## src/rtl/dm_pkg.sv

```systemverilog
// Shared debug-module types: DTM op codes, DMI status codes and DMI request/response records.
package dm;

   localparam int unsigned DefaultAddrWidth = 7;
   localparam int unsigned DmiWidth = DefaultAddrWidth + 34;

   typedef enum logic [1:0] {
      DtmNop   = 2'd0,
      DtmRead  = 2'd1,
      DtmWrite = 2'd2
   } dtm_op_e;

   localparam logic [1:0] DmiSuccess = 2'd0;
   localparam logic [1:0] DmiFailed  = 2'd2;
   localparam logic [1:0] DmiBusy    = 2'd3;

   typedef struct packed {
      logic [DefaultAddrWidth-1:0] addr;
      dtm_op_e                     op;
      logic [31:0]                 data;
   } dmi_req_t;

   typedef struct packed {
      logic [31:0] data;
      logic [1:0]  resp;
   } dmi_resp_t;

   typedef enum logic [2:0] {
      Idle      = 3'd0,
      Read      = 3'd1,
      WaitRead  = 3'd2,
      Write     = 3'd3,
      WaitWrite = 3'd4
   } dmi_state_e;

endpackage

```

## src/rtl/dmi_jtag_access.sv

```systemverilog
// DMIACCESS data register and DMI request sequencer in the TCK domain.
// Owns the 41-bit DR, issues one DMI request per Update-DR and tracks sticky status.
module dmi_jtag_access
   import dm::*;
#(
   parameter int unsigned AddrWidth = 7
) (
   input  logic                 tck_i,
   input  logic                 trst_ni,
   input  logic                 test_logic_reset_i,
   input  logic                 capture_dr_i,
   input  logic                 shift_dr_i,
   input  logic                 update_dr_i,
   input  logic                 dmi_access_i,
   input  logic                 dmi_reset_i,
   input  logic                 dmi_tdi_i,
   output logic                 dmi_tdo_o,
   output logic [1:0]           dmi_error_o,
   output logic                 dmi_req_valid_o,
   input  logic                 dmi_req_ready_i,
   output logic [AddrWidth-1:0] dmi_req_addr_o,
   output logic [1:0]           dmi_req_op_o,
   output logic [31:0]          dmi_req_data_o,
   input  logic                 dmi_resp_valid_i,
   output logic                 dmi_resp_ready_o,
   input  logic [31:0]          dmi_resp_data_i,
   input  logic [1:0]           dmi_resp_resp_i
);

   localparam int unsigned DrWidth = AddrWidth + 34;

   dmi_state_e           state_r, state_next_s;
   logic [DrWidth-1:0]   dr_r, dr_next_s;
   logic [AddrWidth-1:0] addr_r;
   logic [31:0]          data_r;
   logic [1:0]           error_r, error_next_s;
   logic [1:0]           cap_status_s;
   logic                 idle_s, capture_s, shift_s, update_s, update_ok_s;
   logic                 busy_evt_s, fail_evt_s, waiting_s;

   assign idle_s      = (state_r == Idle);
   assign waiting_s   = (state_r == WaitRead) || (state_r == WaitWrite);
   assign capture_s   = capture_dr_i & dmi_access_i;
   assign shift_s     = shift_dr_i & dmi_access_i;
   assign update_s    = update_dr_i & dmi_access_i;
   assign update_ok_s = update_s & idle_s & (error_r == DmiSuccess);
   assign busy_evt_s  = (capture_s | update_s) & ~idle_s;
   assign fail_evt_s  = waiting_s & dmi_resp_valid_i & (dmi_resp_resp_i != 2'd0);
   // A capture while a request is outstanding reports busy unless an earlier error already sticks.
   assign cap_status_s = (!idle_s && error_r == DmiSuccess) ? DmiBusy : error_r;

   assign dmi_tdo_o        = dr_r[0];
   assign dmi_error_o      = error_r;
   assign dmi_resp_ready_o = 1'b1;

   // FSM state register.
   always_ff @(posedge tck_i) begin
      if (!trst_ni) begin
         state_r <= Idle;
      end else if (test_logic_reset_i) begin
         state_r <= Idle;
      end else begin
         state_r <= state_next_s;
      end
   end

   // FSM next-state logic; responses outside the wait states are drained.
   always_comb begin
      state_next_s = state_r;
      case (state_r)
         Idle: begin
            if (update_ok_s && dr_r[1:0] == DtmRead) begin
               state_next_s = Read;
            end else if (update_ok_s && dr_r[1:0] == DtmWrite) begin
               state_next_s = Write;
            end else begin
               state_next_s = Idle;
            end
         end
         Read:      state_next_s = dmi_req_ready_i  ? WaitRead  : Read;
         Write:     state_next_s = dmi_req_ready_i  ? WaitWrite : Write;
         WaitRead:  state_next_s = dmi_resp_valid_i ? Idle      : WaitRead;
         WaitWrite: state_next_s = dmi_resp_valid_i ? Idle      : WaitWrite;
         default:   state_next_s = Idle;
      endcase
   end

   // FSM request outputs; payload is held at zero whenever no request is valid.
   always_comb begin
      dmi_req_valid_o = 1'b0;
      dmi_req_addr_o  = '0;
      dmi_req_op_o    = DtmNop;
      dmi_req_data_o  = 32'd0;
      case (state_r)
         Read: begin
            dmi_req_valid_o = 1'b1;
            dmi_req_addr_o  = addr_r;
            dmi_req_op_o    = DtmRead;
         end
         Write: begin
            dmi_req_valid_o = 1'b1;
            dmi_req_addr_o  = addr_r;
            dmi_req_op_o    = DtmWrite;
            dmi_req_data_o  = data_r;
         end
         default: begin
            dmi_req_valid_o = 1'b0;
         end
      endcase
   end

   // Sticky status: clears dominate, then the first error recorded is kept.
   always_comb begin
      error_next_s = error_r;
      if (dmi_reset_i || test_logic_reset_i) begin
         error_next_s = DmiSuccess;
      end else if (error_r != DmiSuccess) begin
         error_next_s = error_r;
      end else if (fail_evt_s) begin
         error_next_s = DmiFailed;
      end else if (busy_evt_s) begin
         error_next_s = DmiBusy;
      end else begin
         error_next_s = error_r;
      end
   end

   // DR capture/shift path.
   always_comb begin
      dr_next_s = dr_r;
      if (test_logic_reset_i) begin
         dr_next_s = '0;
      end else if (capture_s) begin
         dr_next_s = {addr_r, data_r, cap_status_s};
      end else if (shift_s) begin
         dr_next_s = {dmi_tdi_i, dr_r[DrWidth-1:1]};
      end else begin
         dr_next_s = dr_r;
      end
   end

   // Data path registers: DR, address/data latches and status.
   always_ff @(posedge tck_i) begin
      if (!trst_ni) begin
         dr_r    <= '0;
         addr_r  <= '0;
         data_r  <= 32'd0;
         error_r <= DmiSuccess;
      end else begin
         dr_r    <= dr_next_s;
         error_r <= error_next_s;
         if (test_logic_reset_i) begin
            addr_r <= '0;
            data_r <= 32'd0;
         end else if (update_ok_s) begin
            addr_r <= dr_r[DrWidth-1 -: AddrWidth];
            data_r <= dr_r[33:2];
         end else if (state_r == WaitRead && dmi_resp_valid_i) begin
            data_r <= dmi_resp_data_i;
         end
      end
   end

endmodule
```

## config.mk

```make
export PLATFORM = sky130hd
export DESIGN_NAME = dmi_jtag_access
export DESIGN_NICKNAME = d
export VERILOG_FILES = /design/src/rtl/dm_pkg.sv /design/src/rtl/dmi_jtag_access.sv
export SDC_FILE = /design/constraint.sdc
export NUM_CORES = 1
export LEC_CHECK = 0
export BUFFER_PORTS_ARGS = -buffer_cell sky130_fd_sc_hd__clkbuf_2
export CELL_PAD_IN_SITES_DETAIL_PLACEMENT = 1
export CELL_PAD_IN_SITES_GLOBAL_PLACEMENT = 2
export CORE_ASPECT_RATIO = 0.8
export CORE_MARGIN = 2
export CORE_UTILIZATION = 30
export DETAILED_ROUTE_END_ITERATION = 7
export PLACE_DENSITY = 0.76
export SETUP_SLACK_MARGIN = 0.02
export SLEW_MARGIN = 20
export SYNTH_ARGS = -nofsm -noshare
export SYNTH_HDL_FRONTEND = slang
export SYNTH_SLANG_ARGS = --single-unit
```

## constraint.sdc

```tcl
create_clock -name tck_i -period 4.5 [get_ports tck_i]
set_clock_uncertainty 0.2 [all_clocks]
set_input_delay 0 -clock tck_i [delete_from_list [all_inputs] [get_ports tck_i]]
set_output_delay 0 -clock tck_i [all_outputs]
set_load 0.005 [all_outputs]
```

======== Yosys cells after proc, flatten, opt, wreduce, memory -nomap -nowiden ========
Cells that the tools add are included.
storage, ports and cells
  bits in registers ....................... 85
  input bits .............................. 45
  output and inout bits ................... 46
  logic and storage cells ................. 59
cells by class
  equality and inequality tests ........... 6
  multiplexer cells ....................... 18
  bitwise logic cells ..................... 12
  reduce and logical (&&, ||, !) cells .... 18
operator list
  cell                  count
  $mux W32              3
  $mux W41              2
  $pmux W3 S5           1
  $mux W2               7
  $reduce_bool A2 Y1    5
  $and A1 B1 Y1         8
  $mux W7               1
  $eq A3 B2 Y1 const B  2
  $mux W3               2
  $reduce_or A2 Y1      3
  $logic_and A1 B1 Y1   4
  $pmux W2 S2           1
  $eq A3 B1 Y1 const B  1
  $eq A3 B3 Y1 const B  1
  $logic_not A3 Y1      1
  $not A1 Y1            3
  $eq A2 B1 Y1 const B  1
  $eq A2 B2 Y1 const B  1
  $logic_not A2 Y1      1
  $logic_or A1 B1 Y1    2
  $reduce_and A2 Y1     1
  $logic_not A1 Y1      1
  $mux W1               1
  $or A1 B1 Y1          1

======== Longest topological paths before layout ========
  depth after elaboration ................. 7
  gate-level depth with buffers ........... 6
  gate-level depth less buffers ........... 4

======== Worst setup path after synthesis ========
OpenSTA, ideal clock, no wires.
  path type ............................... reg2reg
  from .................................... reg state_r[2]
  to ...................................... reg data_r[0]
  library setup time ...................... 132 ps
  arrival time ............................ 1260 ps
  data required time ...................... 4168 ps
  setup slack ............................. 2908 ps
  cell stages (with the launch flop) ...... 7
  path buffers ............................ 3
  period minus slack after synthesis ...... 1592 ps
  path through ............................ dfxtp_1 > buf_2 > or3_1 > buf_2 > buf_2 > o211ai_1 > a21oi_1
between the ends
  word-level cells in the longest chain between the ends .. 4
  elaborated cells on any way between the ends .. 7
  those cells by class .................... eq/ne: 1; mux: 1; bitwise: 2; reduce/logical: 3
ends and longest elaborated chain
  item                                                   RTL line                source
  start: declaration                                     dmi_jtag_access.sv:32   dmi_state_e state_r, state_next_s;
  start signal: assignment                               dmi_jtag_access.sv:59   state_r <= Idle;
  start signal: assignment                               dmi_jtag_access.sv:61   state_r <= Idle;
  start signal: assignment                               dmi_jtag_access.sv:63   state_r <= state_next_s;
  $logic_not A3 Y1                                       dmi_jtag_access.sv:41   assign idle_s = (state_r == Idle);
  $and A1 B1 Y1 (2 in series)                            dmi_jtag_access.sv:46   assign update_ok_s = update_s & idle_s & (error_r == DmiSuccess);
  $mux W32 / $reduce_bool A2 Y1 (equally long branches)  n/a
  end signal: assignment                                 dmi_jtag_access.sv:157  data_r <= dr_r[33:2];
  end signal: assignment                                 dmi_jtag_access.sv:159  data_r <= dmi_resp_data_i;
  end: declaration                                       dmi_jtag_access.sv:35   logic [31:0] data_r;
Several ways; a longest one is shown, not always the timed one.
A chain may end at the register's enable or synchronous reset.

======== Final worst setup path ========
  from .................................... reg state_r[1]
  to ...................................... reg error_r[0], in the netlist dmi_error_o[0]
between the ends
  word-level cells in the longest chain between the ends .. 6
  elaborated cells on any way between the ends .. 11
  those cells by class .................... eq/ne: 2; mux: 1; bitwise: 4; reduce/logical: 4
ends and longest elaborated chain
  item                                                 RTL line                source
  $eq A3 B2 Y1 / $eq A3 B3 Y1 (equally long branches)  dmi_jtag_access.sv:42   assign waiting_s = (state_r == WaitRead) || (state_r == WaitWrite);
  $logic_or A1 B1 Y1                                   dmi_jtag_access.sv:42
  $and A1 B1 Y1 (2 in series)                          dmi_jtag_access.sv:48   assign fail_evt_s = waiting_s & dmi_resp_valid_i & (dmi_resp_resp_i != 2'd0);
  $reduce_bool A2 Y1 (no source line)                  n/a
  $reduce_and A2 Y1 (no source line)                   n/a
  end signal: assignment                               dmi_jtag_access.sv:148  error_r <= DmiSuccess;
  end signal: assignment                               dmi_jtag_access.sv:151  error_r <= error_next_s;
  end: declaration                                     dmi_jtag_access.sv:36   logic [1:0] error_r, error_next_s;
Several ways; a longest one is shown, not always the timed one.

==> run metrics <==
Critical Path Most Common Cell=buf_4; Root Buffer=clkbuf_16; number of synthesized flops with an enable pin=0; Total Routing Usage GR=21.0%; share of layout cells above drive strength 1=18.9%; Crit-path slowest cell=dfxtp_1; initial core utilization=30.5%; Synth area leaders=dfxtp_1 (39%), a21oi_1 (7.9%), a22o_1 (7.6%), o211ai_1 (5.5%), o21ai_0 (5.4%); first-pass GRT wire length=26200 µm; TritonCTS Buffers=9; period utilisation layout=68.3%; Final Hold Viols=0; post-route cell area=5580 µm²; clk slew on worst S/H paths=0.06 ns; PD cells=327 nW/µm²; WL/cell=19.3 µm; Top delay family on crit path=buffers and inverters; switching share of power=23.8%; Pwr Total=1830 µW; RSZ-0062 raised after global routing=false; FMAX=0.325 GHz; final max-slew violation count=0; max-cap viol count=0; Final ANT Viol Nets=0; Synth area leader=dfxtp_1; crit path kind=flop to flop; Nets=685; initial DRC count=221; clock network power share=47.0%; top_reg_cell synth=dfxtp_1; Reg-to-Reg Start=state_r[1]; Layout Utilization=39.2%; DR vias=4634; WP data arrival=3.17 ns; # IOs=91; Crit path buffers/inverters=3; Area Overhead vs Synth=28.2%; met3 Usage GRT=4.43%; crit path capture type=flop; slowest stage delay, CP=0.84 ns; Routed WL=16000 µm; Hold Path Class=primary input to flop; Final Setup Violations=0; CP startpoint=state_r[1]; most common cell in the netlist=dfxtp_1; Post-Synthesis Net Count=603; # DRC=0; FFs w/ async S/R, synth=0%; Seq pwr share=42.8%; LEAKAGE=0.00217 µW; total grt overflow=0; min Tclk post-route=3.07 ns; distinct cell type count after synthesis=38; mapped cell area=4350 µm²; die area=15500 µm²; run status=finished clean; initial antenna violation count=0; met1 Use GR=29.1%; vias in the first global route=4821; Cells after DPL=775; # rows=39; Cells after Synth=558; combinational power share=10.1%; VDD IR max=0.171 mV; area share of the largest cell type after synthesis=39.1%; grt peak-use layer=met2; Slew HR=25.2%; Core ar.=14200 µm²; vias per inst=5.59; CTS tree=done; Syn. warnings=0; Synth Register Bits=85; final setup TNS=0 ns; Hold Startpoint=dmi_resp_resp_i[0]; Mean Syn Cell Area=7.80 µm²; net switching power=434 µW; WP data required=4.60 ns; register area share after synthesis=39.1%; cell-internal power=1390 µW; met2 GRT Util=33.3%; Worst Path Max Fanout=42; Worst-Skew Late Latency=0.35 ns; Die X=139 µm; CP Cell Sequence=buf_4, or3_1, buf_4, a31oi_1, nor4_1, dlygate4sd3_1; first-pass iteration count of the detailed router=4; Cell Area, Placed=4860 µm²; nature of the critical path startpoint=flop; HPWL Detailed=9330 µm; pin count of the biggest net entering global routing=54; Placer Congestion=0.758; Die Span Y=112 µm; IO buf count=89; Synth top cells by count=dfxtp_1 (85), a21oi_1 (69), nor2_1 (52); CTS Sinks=85; Ant. Diodes=0; worst slew pin tran=1.12 ns; H-tree lvl count=3; Non-Filler Instances=829; Max Buffers Root-to-Sink=2
==> placed cells by master, fill, tap and decap left out, drive strengths merged, types with 3 or more instances in the layout <==
cell type / instances
inv: 39
a32oi: 23
nand2: 14
dfxtp: 85
mux2i: 3
a31oi: 12
clkbuf: 102
and3: 32
nor2: 52
buf: 11
nand2b: 4
a22o: 38
a21oi: 69
o21ai: 47
dlygate4sd3: 38
o211ai: 32
nand3: 16
==> layer usage <==
| metal | routed length (µm) | vias up | part of all wire [%] |
|---|---|---|---|
| met1 | 7860 | 2318 | 49 |
| met4 | 169 | 0 | 1.1 |
| met3 | 706 | 13 | 4.4 |
| li1 | - | 2182 | - |
| met2 | 7250 | 121 | 45 |
| met5 | 0 | - | 0 |
==> worst paths after layout <==
| check | to | slack, ns | cells past startpoint |
|---|---|---|---|
| setup / recovery | dmi_error_o[0] | 1.43 | 6 |
| hold / removal | dmi_error_o[1] | 0.01 | 4 |
| setup reg to reg | dmi_error_o[0] | 1.43 | 6 |
| hold reg to reg | addr_r[4] | 0.28 | 2 |
==> worst register-to-register path, cell delays in order, from the launching register on <==
cell	delay, ns
dfxtp_1	0.84
buf_4	0.38
or3_1	0.15
buf_4	0.46
a31oi_1	0.16
nor4_1	0.25
dlygate4sd3_1	0.59
==> power by group through the flow <==
stage                     Sequential, µW  Clock [µW]  Combinational (µW)
after floorplan                      794           0                 103
after global placement               798           0                 158
after detailed placement             798           0                 159
after CTS                            781         881                 185
after global routing                 783         910                 203
final                                782         859                 185
==> registers in the layout, indices dropped and copies added (netlist names) <==
signal,cells
data_r,32
addr_r,7
state_r,3
dmi_error_o,2
dr_r,41
==> timing repair <==
action	CTS	global route
hold buffers	38	0
hold endpoints to repair	38	0
resized for setup	0	0
setup buffers	0	0
==> area by class of cell <==
type / instances / area [µm²]
fill: 1733 / 8670
timing repair buffer: 138 / 908
tap: 184 / 230
clock buffer: 13 / 280
inverter: 39 / 146
clock inverter: 3 / 65.1
sequential: 85 / 1700
multi-input combinational: 367 / 2250
==> logic make-up after synthesis <==
logic type	after synthesis	synth area share (%)
simple gates	134	15.8
mux	3	0.690
flops	85	39.1
compound gates	227	34.0
xor+xnor	2	0.402
other cells	1	0.0861
buf+inv	106	9.95
==> through the flow <==
step / hold slack [ns] / setup WS (ns)
2_1_floorplan: -0.121 / 2.91
3_3_place_gp: -0.00804 / 1.86
3_5_place_dp: -0.00993 / 1.73
4_1_cts: 0.0160 / 1.47
5_1_grt: 0.0276 / 1.21
6_report: 0.0124 / 1.43
Power figures use the tool's default switching activity.
